File: src/rtl/uart_frame_tx.sv
// uart_frame_tx: valid/ready UART transmitter, LSB-first, start bit, optional parity, 1 or 2 stop bits.
// Build option: define UART_TX_PARITY_EN to insert a parity bit whose sense is set by PARITY_ODD.
module uart_frame_tx #(
    parameter int CLK_DIV    = 100,
    parameter int DATA_BITS  = 8,
    parameter int STOP_BITS  = 1,
    parameter int PARITY_ODD = 0
) (
    input  logic                 CLK,
    input  logic                 RST,
    input  logic [DATA_BITS-1:0] data,
    input  logic                 valid,
    output logic                 ready,
    output logic                 TX,
    output logic                 busy
);

    localparam int DIV_W = $clog2(CLK_DIV);
    localparam int BIT_W = $clog2(DATA_BITS + 1);

    localparam logic [DIV_W-1:0] DIV_LAST  = DIV_W'(CLK_DIV - 1);
    localparam logic [BIT_W-1:0] DATA_LAST = BIT_W'(DATA_BITS - 1);
    localparam logic [BIT_W-1:0] STOP_LAST = BIT_W'(STOP_BITS - 1);

    localparam logic [2:0] S_IDLE   = 3'd0;
    localparam logic [2:0] S_START  = 3'd1;
    localparam logic [2:0] S_DATA   = 3'd2;
`ifdef UART_TX_PARITY_EN
    localparam logic [2:0] S_PARITY = 3'd3;
`endif
    localparam logic [2:0] S_STOP   = 3'd4;

    logic [2:0]           state_q, state_d;
    logic [DIV_W-1:0]     div_q, div_d;
    logic [BIT_W-1:0]     bit_q, bit_d;
    logic [DATA_BITS-1:0] shreg_q, shreg_d;
    logic                 tx_q, tx_d;
    logic                 tick;
`ifdef UART_TX_PARITY_EN
    logic                 par_q, par_d;
`endif

    assign tick  = (div_q == DIV_LAST);
    assign ready = (state_q == S_IDLE);
    assign busy  = ~ready;
    assign TX    = tx_q;

    // tx_d carries the level of the bit the next state will drive, so TX stays a plain flop.
    always_comb begin
        state_d = state_q;
        div_d   = div_q;
        bit_d   = bit_q;
        shreg_d = shreg_q;
        tx_d    = tx_q;
`ifdef UART_TX_PARITY_EN
        par_d   = par_q;
`endif
        if (state_q != S_IDLE) begin
            div_d = tick ? '0 : div_q + DIV_W'(1);
        end
        case (state_q)
            S_IDLE: begin
                if (valid) begin
                    state_d = S_START;
                    shreg_d = data;
                    bit_d   = '0;
                    div_d   = '0;
                    tx_d    = 1'b0;
`ifdef UART_TX_PARITY_EN
                    par_d   = (^data) ^ PARITY_ODD[0];
`endif
                end
            end
            S_START: begin
                if (tick) begin
                    state_d = S_DATA;
                    tx_d    = shreg_q[0];
                end
            end
            S_DATA: begin
                if (tick) begin
                    shreg_d = shreg_q >> 1;
                    if (bit_q == DATA_LAST) begin
                        bit_d = '0;
`ifdef UART_TX_PARITY_EN
                        state_d = S_PARITY;
                        tx_d    = par_q;
`else
                        state_d = S_STOP;
                        tx_d    = 1'b1;
`endif
                    end else begin
                        bit_d = bit_q + BIT_W'(1);
                        tx_d  = shreg_q[1];
                    end
                end
            end
`ifdef UART_TX_PARITY_EN
            S_PARITY: begin
                if (tick) begin
                    state_d = S_STOP;
                    tx_d    = 1'b1;
                end
            end
`endif
            S_STOP: begin
                if (tick) begin
                    if (bit_q == STOP_LAST) begin
                        state_d = S_IDLE;
                        bit_d   = '0;
                    end else begin
                        bit_d = bit_q + BIT_W'(1);
                    end
                end
            end
            default: begin
                state_d = S_IDLE;
                div_d   = '0;
                bit_d   = '0;
                tx_d    = 1'b1;
            end
        endcase
    end

    always_ff @(posedge CLK or posedge RST) begin
        if (RST) begin
            state_q <= S_IDLE;
            div_q   <= '0;
            bit_q   <= '0;
            shreg_q <= '0;
            tx_q    <= 1'b1;
`ifdef UART_TX_PARITY_EN
            par_q   <= 1'b0;
`endif
        end else begin
            state_q <= state_d;
            div_q   <= div_d;
            bit_q   <= bit_d;
            shreg_q <= shreg_d;
            tx_q    <= tx_d;
`ifdef UART_TX_PARITY_EN
            par_q   <= par_d;
`endif
        end
    end

endmodule

File: config.mk
export PLATFORM = sky130hd
export DESIGN_NAME = uart_frame_tx
export DESIGN_NICKNAME = d
export VERILOG_FILES = /design/src/rtl/uart_frame_tx.sv
export SDC_FILE = /design/constraint.sdc
export NUM_CORES = 1
export LEC_CHECK = 0
export BUFFER_PORTS_ARGS = -buffer_cell sky130_fd_sc_hd__buf_2
export CORE_UTILIZATION = 40
export DETAILED_ROUTE_END_ITERATION = 16
export PLACE_DENSITY_LB_ADDON = 0.12
export SKIP_CTS_REPAIR_TIMING = 1
export SLEW_MARGIN = 20
export SYNTH_ARGS = -nofsm -noshare
export SYNTH_HDL_FRONTEND = slang
export SYNTH_SLANG_ARGS = --single-unit
File: constraint.sdc
create_clock -name CLK -period 3.1 [get_ports CLK]
set_clock_uncertainty 0.1 [all_clocks]
set_input_delay 0.465 -clock CLK [delete_from_list [all_inputs] [get_ports CLK]]
set_output_delay 0.465 -clock CLK [all_outputs]
set_load 0.01 [all_outputs]
== Yosys cells after proc, flatten, opt, wreduce, memory -nomap -nowiden ==
Cells that the tools add are included.
Storage, ports and cells
  logic and storage cells: 55
  memory bits (read-only): 0
  memories: 0
  output and inout bits: 3
  memory bits (writable): 0
  register bits after elaboration: 23
  bits of input ports: 11
  bits in latches: 0
Operators by class
  divide/modulo/power cells: 0
  multipliers: 0
  mux-type cells: 25
  equal/unequal tests: 11
  reduce and logical (&&, ||, !) cells: 9
  add/subtract/negate cells: 2
  order comparisons: 0
  bitwise operators: 3
  shifts and indexed selects: 0
Operators by type and width (number)
  $mux W7: 3
  $mux W4: 5
  $mux W3: 6
  $mux W8: 2
  $pmux W4 S4: 1
  $pmux W8 S2: 1
  $pmux W7 S2: 1
  $ne A2 B2 Y1 const B: 6
  $pmux W3 S4: 1
  $reduce_and A4 Y1: 2
  $add A7 B1 Y7 const B: 1
  $eq A7 B7 Y1 const B: 1
  $reduce_and A6 Y1: 1
  $add A4 B1 Y4 const B: 1
  $eq A4 B3 Y1 const B: 1
  $logic_not A4 Y1: 1
  $mux W1: 4
  $pmux W1 S4: 1
  $eq A3 B1 Y1 const B: 1
  $eq A3 B2 Y1 const B: 1
  $eq A3 B3 Y1 const B: 1
  $logic_not A3 Y1: 1
  $not A1 Y1: 3
  $reduce_and A3 Y1: 1
  other kinds (3): 3

== Longest topological paths before layout ==
Gate-level depths: netlist of run 1.
  depth after elaboration: 5
  gate-level depth with buffers: 7
  depth with buffers taken out: 6

== Worst setup path after synthesis of run 1 ==
OpenSTA, ideal clock, no wires.
  kind: register -> register
  start point: reg state_q[2]
  end point: reg shreg_q[0]
  library setup time: 118 ps
  required time: 2882 ps
  path buffers: 2
  clock period less this slack: 1859 ps
  stages on the path, launching flop included: 8
  slack: 1241 ps
  arrival time: 1641 ps
  path through: dfrtp_1 clkbuf_1 or3_1 inv_2 and2_1 buf_2 nor2_4 a21o_1
Between the ends
  word-level cells in the longest chain between the ends: 3
  elaborated cells on any way between the ends: 7
  classes of those cells: eq/ne: 3; mux: 1; reduce/logical: 3
RTL lines
  start, declared: line 33  | logic [2:0] state_q, state_d;
  start signal, assigned: line 136  | state_q <= state_d;
  $logic_not A3 Y1 *
  net ready: line 13  | output logic ready,
  $ne A2 B2 Y1 (no line) / $reduce_bool A2 Y1 (equally long branches)
  $reduce_and A3 Y1 (no line)
  end signal, assigned: line 139  | shreg_q <= shreg_d;
  end, declared: line 36  | logic [DATA_BITS-1:0] shreg_q, shreg_d;
The timed path passes the listed nets; every way through them passes the cells marked *.
A chain may end at the register's enable or synchronous reset.

== Worst setup path in the final report of run 1 ==
  start point: reg state_q[2]
  end point: out ready
Between the ends
  word-level cells in the longest chain between the ends: 1
RTL lines
  $logic_not A3 Y1: line 44  | assign ready = (state_q == S_IDLE);
  end, declared: line 13
No other way between the ends.

==> results of run 1 <==
Yosys cell counts (2+ instances only):
cell type / number
nor3_1: 4
a22o_1: 7
buf_1: 2
nand2b_1: 4
a21oi_1: 10
a211o_1: 2
dfrtp_1: 22
nand3_1: 7
nor2b_1: 2
inv_1: 6
a211oi_1: 2
buf_2: 3
o31a_1: 2
xor2_1: 3
nor2_1: 7
o32a_1: 2
nor4bb_1: 2
nand2_1: 11
or3_1: 3
xnor2_1: 6
o21ai_0: 7
a21o_1: 7
and2_1: 2
clkbuf_1: 3
ha_1: 3
state kept, by name, indices dropped and copies added (netlist names):
name / count
bit_q: 4
TX: 1
div_q: 7
state_q: 3
shreg_q: 8
worst register-to-register path, cell delays in order (launching register included):
cell and delay, ns:
dfrtp_1 0.77, or3b_1 0.47, nor3_4 0.36, nor2_4 0.11, a21o_1 0.20
per-layer routing:
layer  vias up  GRT usage  wire length (um)
met2        25      0.266              1340
li1        563          -                 -
met3         7     0.0231                98
met1       547      0.245              1410
met4         0     0.0779                53
met5         -          0                 0
power breakdown:
group	switching [mW]	internal, mW	leakage, nW
sequential	0.00104	0.301	0.290
clock	0.0970	0.0483	0.0177
combinational	0.00874	0.00586	0.389
cell type report:
cell class,instances,area (um2),share of cell area
multi-input cells,111,758,0.502
flip-flops and latches,23,577,0.382
repair buffers,13,65.1,0.0430
well taps,46,57.6,0.0381
inverters,7,26.3,0.0174
clock buffers,3,22.5,0.0149
clock inverters,1,5.00,0.00331
stage by stage:
step           area, um2  hold slack [ns]
2_1_floorplan       1400            0.349
3_3_place_gp        1480            0.363
3_5_place_dp        1480            0.366
4_1_cts             1510            0.253
5_1_grt             1510            0.279
6_report            1510            0.214
logic make-up (layout without fill, tap and decap cells):
group,after synthesis,count (layout),share of synthesized area
AOI/OAI and AO/OA,46,46,0.231
and+or+nand+nor,53,53,0.229
DFF,23,23,0.413
adders and majority gates,3,3,0.0269
xor gates and xnor gates,9,9,0.0565
buffers and inverters,15,24,0.0430
worst min-delay path by stage:
stage,start,endpoint,slack (ns),cells after the start
2_1_floorplan,shreg_q[0]$_DFFE_PP0P_,shreg_q[0]$_DFFE_PP0P_,0.35,1
5_1_grt,data[7],shreg_q[7]$_DFFE_PP0P_,0.28,3
3_5_place_dp,shreg_q[4]$_DFFE_PP0P_,shreg_q[4]$_DFFE_PP0P_,0.37,1
6_report,RST,div_q[4]$_DFF_PP0_,0.21,2
4_1_cts,RST,div_q[4]$_DFF_PP0_,0.25,2
3_3_place_gp,shreg_q[6]$_DFFE_PP0P_,shreg_q[6]$_DFFE_PP0P_,0.36,1
==> results_dict.tcl, run 1 <==
set metrics [dict create \
    worst_slew_pin_slew_ns 0.893 \
    ys.warnings.count 0 \
    fillers 338 \
    min_path_type "primary input to asynchronous set/reset pin" \
    worst_path_max_delay_cell "dfrtp_1" \
    layout_commonest_cell "dfrtp_1" \
    finalSetupViolCount 0 \
    num_rows 21 \
    ys_ff_latch 23 \
    grt_overflow 0 \
    yosysTopAreaCellShare 0.395 \
    vias_per_cell 5.60 \
    leakagePower_nw 0.697 \
    io_buffers 13 \
    drt_iter0_markers 52 \
    num_vias 1142 \
    cts_tree "done" \
    slew_headroom 0.404 \
    drtPass1Iterations 4 \
    remaining_drc_errors 0 \
    finalPower_mw 0.462 \
    num_antenna_cells 0 \
    synth_nets 163 \
    crit_path_end_kind "primary output" \
    hold_viol_final 0 \
    routed_wl_mm 2.91 \
    place_hpwl_mm 2.07 \
    grt_antenna_before_repair 0 \
    fin_crit_sh 0.720 \
    grt_max_degree 24 \
    crit_cells 3 \
    slew_violations 0 \
    critical_path_class "register to primary output" \
    path_clk_slew_ns 0.14 \
    powerDensity_nw_per_um2 305 \
    cp_max_fo 17 \
    ir_worst_vdd_mv 0.187 \
    synthFlopType "dfrtp_1" \
    fin_cells 204 \
    num_io_pins 14 \
    r2r-end "shreg_q[3]$_DFFE_PP0P_" \
    ys_async_sr_fraction 1.00 \
    die_y_um 61.1 \
    area_delta_synth_final_pct 8.34 \
    rsz0062_at_grt "false" \
    synth_area_leaders "dfrtp_1 (39%), a22o_1 (4.4%), a21o_1 (3.8%)" \
    syn_area_um2 1400 \
    yosysTopAreaCell "dfrtp_1" \
    grt_first_pass_wirelength_mm 4.80 \
    cts_max_path_buffers 2 \
    cts_buffers 3 \
    path_cells "or3_1, inv_2, buf_2" \
    grt_pass1_vias 1043 \
    syn_avg_cell_area_um2 9.36 \
    die_x_um 61.1 \
    synth-edff-count 0 \
    crit_path_start_kind "register" \
    syn_inst 149 \
    nets 173 \
    endpoint "ready" \
    layout-drive-gt1-share 0.158 \
    start_util 0.418 \
    max_freq_mhz 448 \
    r2r_slack_ns 1.01 \
    final_cell_mix "dfrtp_1 (22), buf_2 (13), nand2_1 (11)" \
    path_delay_family "flip-flops" \
    setup_slack_ns 0.869 \
    wl_per_cell_um 14.2 \
    outcome "finished, final reports clean" \
    place_congestion 0.896 \
    dp_cells 200 \
    die_area_um2 3730 \
    netlist-cell-type-count 45 \
    critical_path_arrival_ns 1.67 \
    crit_required_ns 2.53 \
    ant_nets 0 \
    post-place-ws_ns 1.05 \
    cp-startpoint "state_q[2]$_DFFE_PP0P_" \
    cap_violations 0 \
    cp_num_buf_inv 2 \
    grt_usage 0.174 \
    cpPeakStageDelay_ns 0.60 \
    clock_sinks 23 \
    clockRootBuffer "clkbuf_4" \
    insertion_delay_ns 0.31 \
    utilization 0.453 \
    core_um2 3340 \
    rr_worst_depth 4 \
    cts_htree_levels 1 \
    min_period_ns 2.23 \
    setup_tns_ns 0 \
    timing.rr.start "state_q[1]$_DFFE_PP0P_" \
    seq_area_frac_synth 0.413 \
]
Power figures use the tool's default switching activity.
==> run 2, diff against run 1 <==
--- a/config.mk
+++ b/config.mk
@@ -5,6 +5,7 @@
 export SDC_FILE = /design/constraint.sdc
 export NUM_CORES = 1
 export LEC_CHECK = 0
+export ABC_AREA = 1
 export BUFFER_PORTS_ARGS = -buffer_cell sky130_fd_sc_hd__buf_2
 export CORE_UTILIZATION = 40
 export DETAILED_ROUTE_END_ITERATION = 16
==> constraint.sdc (replaced) <==
create_clock -name CLK -period 2.1 [get_ports CLK]
set_clock_uncertainty 0.1 [all_clocks]
set_input_delay 0.315 -clock CLK [delete_from_list [all_inputs] [get_ports CLK]]
set_output_delay 0.315 -clock CLK [all_outputs]
set_load 0.01 [all_outputs]
==> results_dict.tcl, run 2 <==
set metrics [dict create \
    outcome "finished, final reports clean" \
    clock_sinks 23 \
    layout_commonest_cell "nand2_1" \
    synthFlopType "dfrtp_1" \
    cts_tree "done" \
    slew_violations 0 \
    grt_max_degree 24 \
    yosysTopAreaCell "dfrtp_1" \
    final_cell_mix "nand2_1 (59), inv_1 (26), nor2_1 (22), dfrtp_1 (22), buf_2 (13)" \
    cts_buffers 3 \
    internal-power_mw 0.529 \
    grt_usage 0.177 \
    min_path_type "primary input to register" \
    grt_antenna_before_repair 0 \
    cts_max_path_buffers 2 \
    top_regs "shreg_q x8, div_q x7, bit_q x4" \
    hold_viol_final 0 \
    wl_per_cell_um 10.8 \
    comb_power_share 0.041 \
    largest_reg_flops 8 \
    remaining_drc_errors 0 \
    seqPwrFrac 0.647 \
    layout-drive-gt1-share 0.185 \
    ant_nets 0 \
    holdPathEnd "shreg_q[7]$_DFFE_PP0P_" \
    top_register "shreg_q" \
    worst_path_max_delay_cell "dfrtp_1" \
    grt_overflow 0 \
    die_area_um2 3840 \
    netSwitchingPower_mw 0.155 \
    path_cells "nor2_4, nand2_4, inv_2, buf_2" \
    die_x_um 62.0 \
    die_y_um 62.0 \
    worstHoldStart "data[7]" \
    path_delay_family "flip-flops" \
    num_vias 1230 \
    core_um2 3390 \
    crit_path_start_kind "register" \
    cap_violations 0 \
    cp_max_fo 6 \
    timing.rr.start "state_q[0]$_DFFE_PP0P_" \
    r2r_slack_ns 0.44 \
    grt_pass1_vias 1137 \
    leakagePower_nw 0.882 \
    synth_nets 214 \
    grt_first_pass_wirelength_mm 5.00 \
    io_buffers 13 \
    start_util 0.425 \
    r2r-end "shreg_q[4]$_DFFE_PP0P_" \
    synth-edff-count 0 \
    synth.most_common_cell "nand2_1" \
    clockRootBuffer "clkbuf_4" \
    num_rows 21 \
    cpPeakStageDelay_ns 0.49 \
    clkPwrFrac 0.312 \
    finalSetupViolCount 0 \
    num_io_pins 14 \
    cp_num_buf_inv 2 \
    setup_tns_ns 0 \
    max_freq_mhz 564 \
    slew_headroom 0.754 \
    ir_worst_vdd_mv 0.220 \
    synth_area_leaders "dfrtp_1 (38%), nand2_1 (15%), inv_1 (6.8%)" \
    yosysTopAreaCellShare 0.383 \
    hold_depth 3 \
    place_hpwl_mm 2.14 \
    insertion_delay_ns 0.32 \
    place_congestion 0.887 \
    fillers 361 \
    ys.warnings.count 0 \
    cts_htree_levels 1 \
    powerDensity_nw_per_um2 433 \
    syn_avg_cell_area_um2 7.19 \
    worst_slew_pin_slew_ns 0.368 \
    rr_worst_depth 5 \
    num_antenna_cells 0 \
    seq_area_frac_synth 0.401 \
    finalPower_mw 0.684 \
    netlist-cell-type-count 25 \
    swShare 0.227 \
    syn_inst 200 \
    ys_ff_latch 23 \
    area_delta_synth_final_pct 9.74 \
    synthTopCellsByCount "nand2_1 (59), inv_1 (26), dfrtp_1 (22), nor2_1 (22), nand3_1 (12)" \
    rsz0062_at_grt "false" \
    critical_path_arrival_ns 1.36 \
    drtPass1Iterations 4 \
    critical_path_class "register to primary output" \
    syn_area_um2 1440 \
    crit_path_end_kind "primary output" \
    ys_async_sr_fraction 1.00 \
    drt_iter0_markers 33 \
    nets 231 \
    fin_crit_sh 0.845 \
    vias_per_cell 4.69 \
    routed_wl_mm 2.82 \
    crit_required_ns 1.68 \
    min_period_ns 1.77 \
    path_clk_slew_ns 0.14 \
]
[run 2: cell types whose count changed after synthesis, sizes merged, moves of 8 or more]
cell / delta
nand2: +53
inv: +25
nor2: +20
o21ai: +13
nand3: +8
[run 2: logic make-up after synthesis]
family / share of synthesized area
compound gates: 0.101
buf+inv: 0.103
flops: 0.401
xor+xnor: 0.0304
fa+ha+maj: 0.0261
simple gates: 0.338
[run 2: worst min-delay path, delay by kind of cell]
kind	cells	cell delay [ns]
buf+inv	1	0.07
simple gates	1	0.06
compound gates	1	0.06
[run 2: how the worst max path moves through the flow]
stage	startpoint	to	depth (start not counted)
after CTS	state_q[2]$_DFFE_PP0P_	ready	4
after global routing	state_q[0]$_DFFE_PP0P_	shreg_q[5]$_DFFE_PP0P_	5
final	state_q[2]$_DFFE_PP0P_	ready	4
after global placement	state_q[0]$_DFFE_PP0P_	shreg_q[5]$_DFFE_PP0P_	5
after detailed placement	state_q[0]$_DFFE_PP0P_	shreg_q[5]$_DFFE_PP0P_	5
after floorplan	div_q[1]$_DFF_PP0_	shreg_q[1]$_DFFE_PP0P_	8
[run 2: cell type report]
type                            count  area (um2)  area share
Clock buffer                        4        26.3      0.0166
Inverter                           32         123      0.0777
Multi-Input combinational cell    142         713       0.452
Sequential cell                    23         577       0.365
Tap cell                           46        57.6      0.0365
Timing Repair Buffer               15        82.6      0.0523
[run 2: routing by layer]
metal	GRT usage	up-vias	wire length, um
li1	-	645	-
met1	0.240	565	1410
met2	0.292	15	1300
met3	0.0186	5	61
met4	0.0667	0	51
met5	0	-	0
[run 2: stage by stage]
stage               hold slack [ns]  setup WS (ns)   util  instances  area, um2
finish                        0.140          0.326  0.466        262       1580
global route                  0.150          0.220  0.466        262       1580
CTS                         -0.0896          0.317  0.463        261       1570
detailed placement            0.277          0.471  0.455        257       1540
global placement              0.275          0.516  0.455        257       1540
floorplan                     0.216          0.685      -        200       1440
[run 2: power by group through the flow]
stage	combinational, mW	sequential, mW	clock, mW
CTS	0.0278	0.443	0.222
finish	0.0279	0.443	0.214
floorplan	0.0123	0.451	0
global placement	0.0275	0.451	0
detailed placement	0.0278	0.451	0
global route	0.0329	0.443	0.233
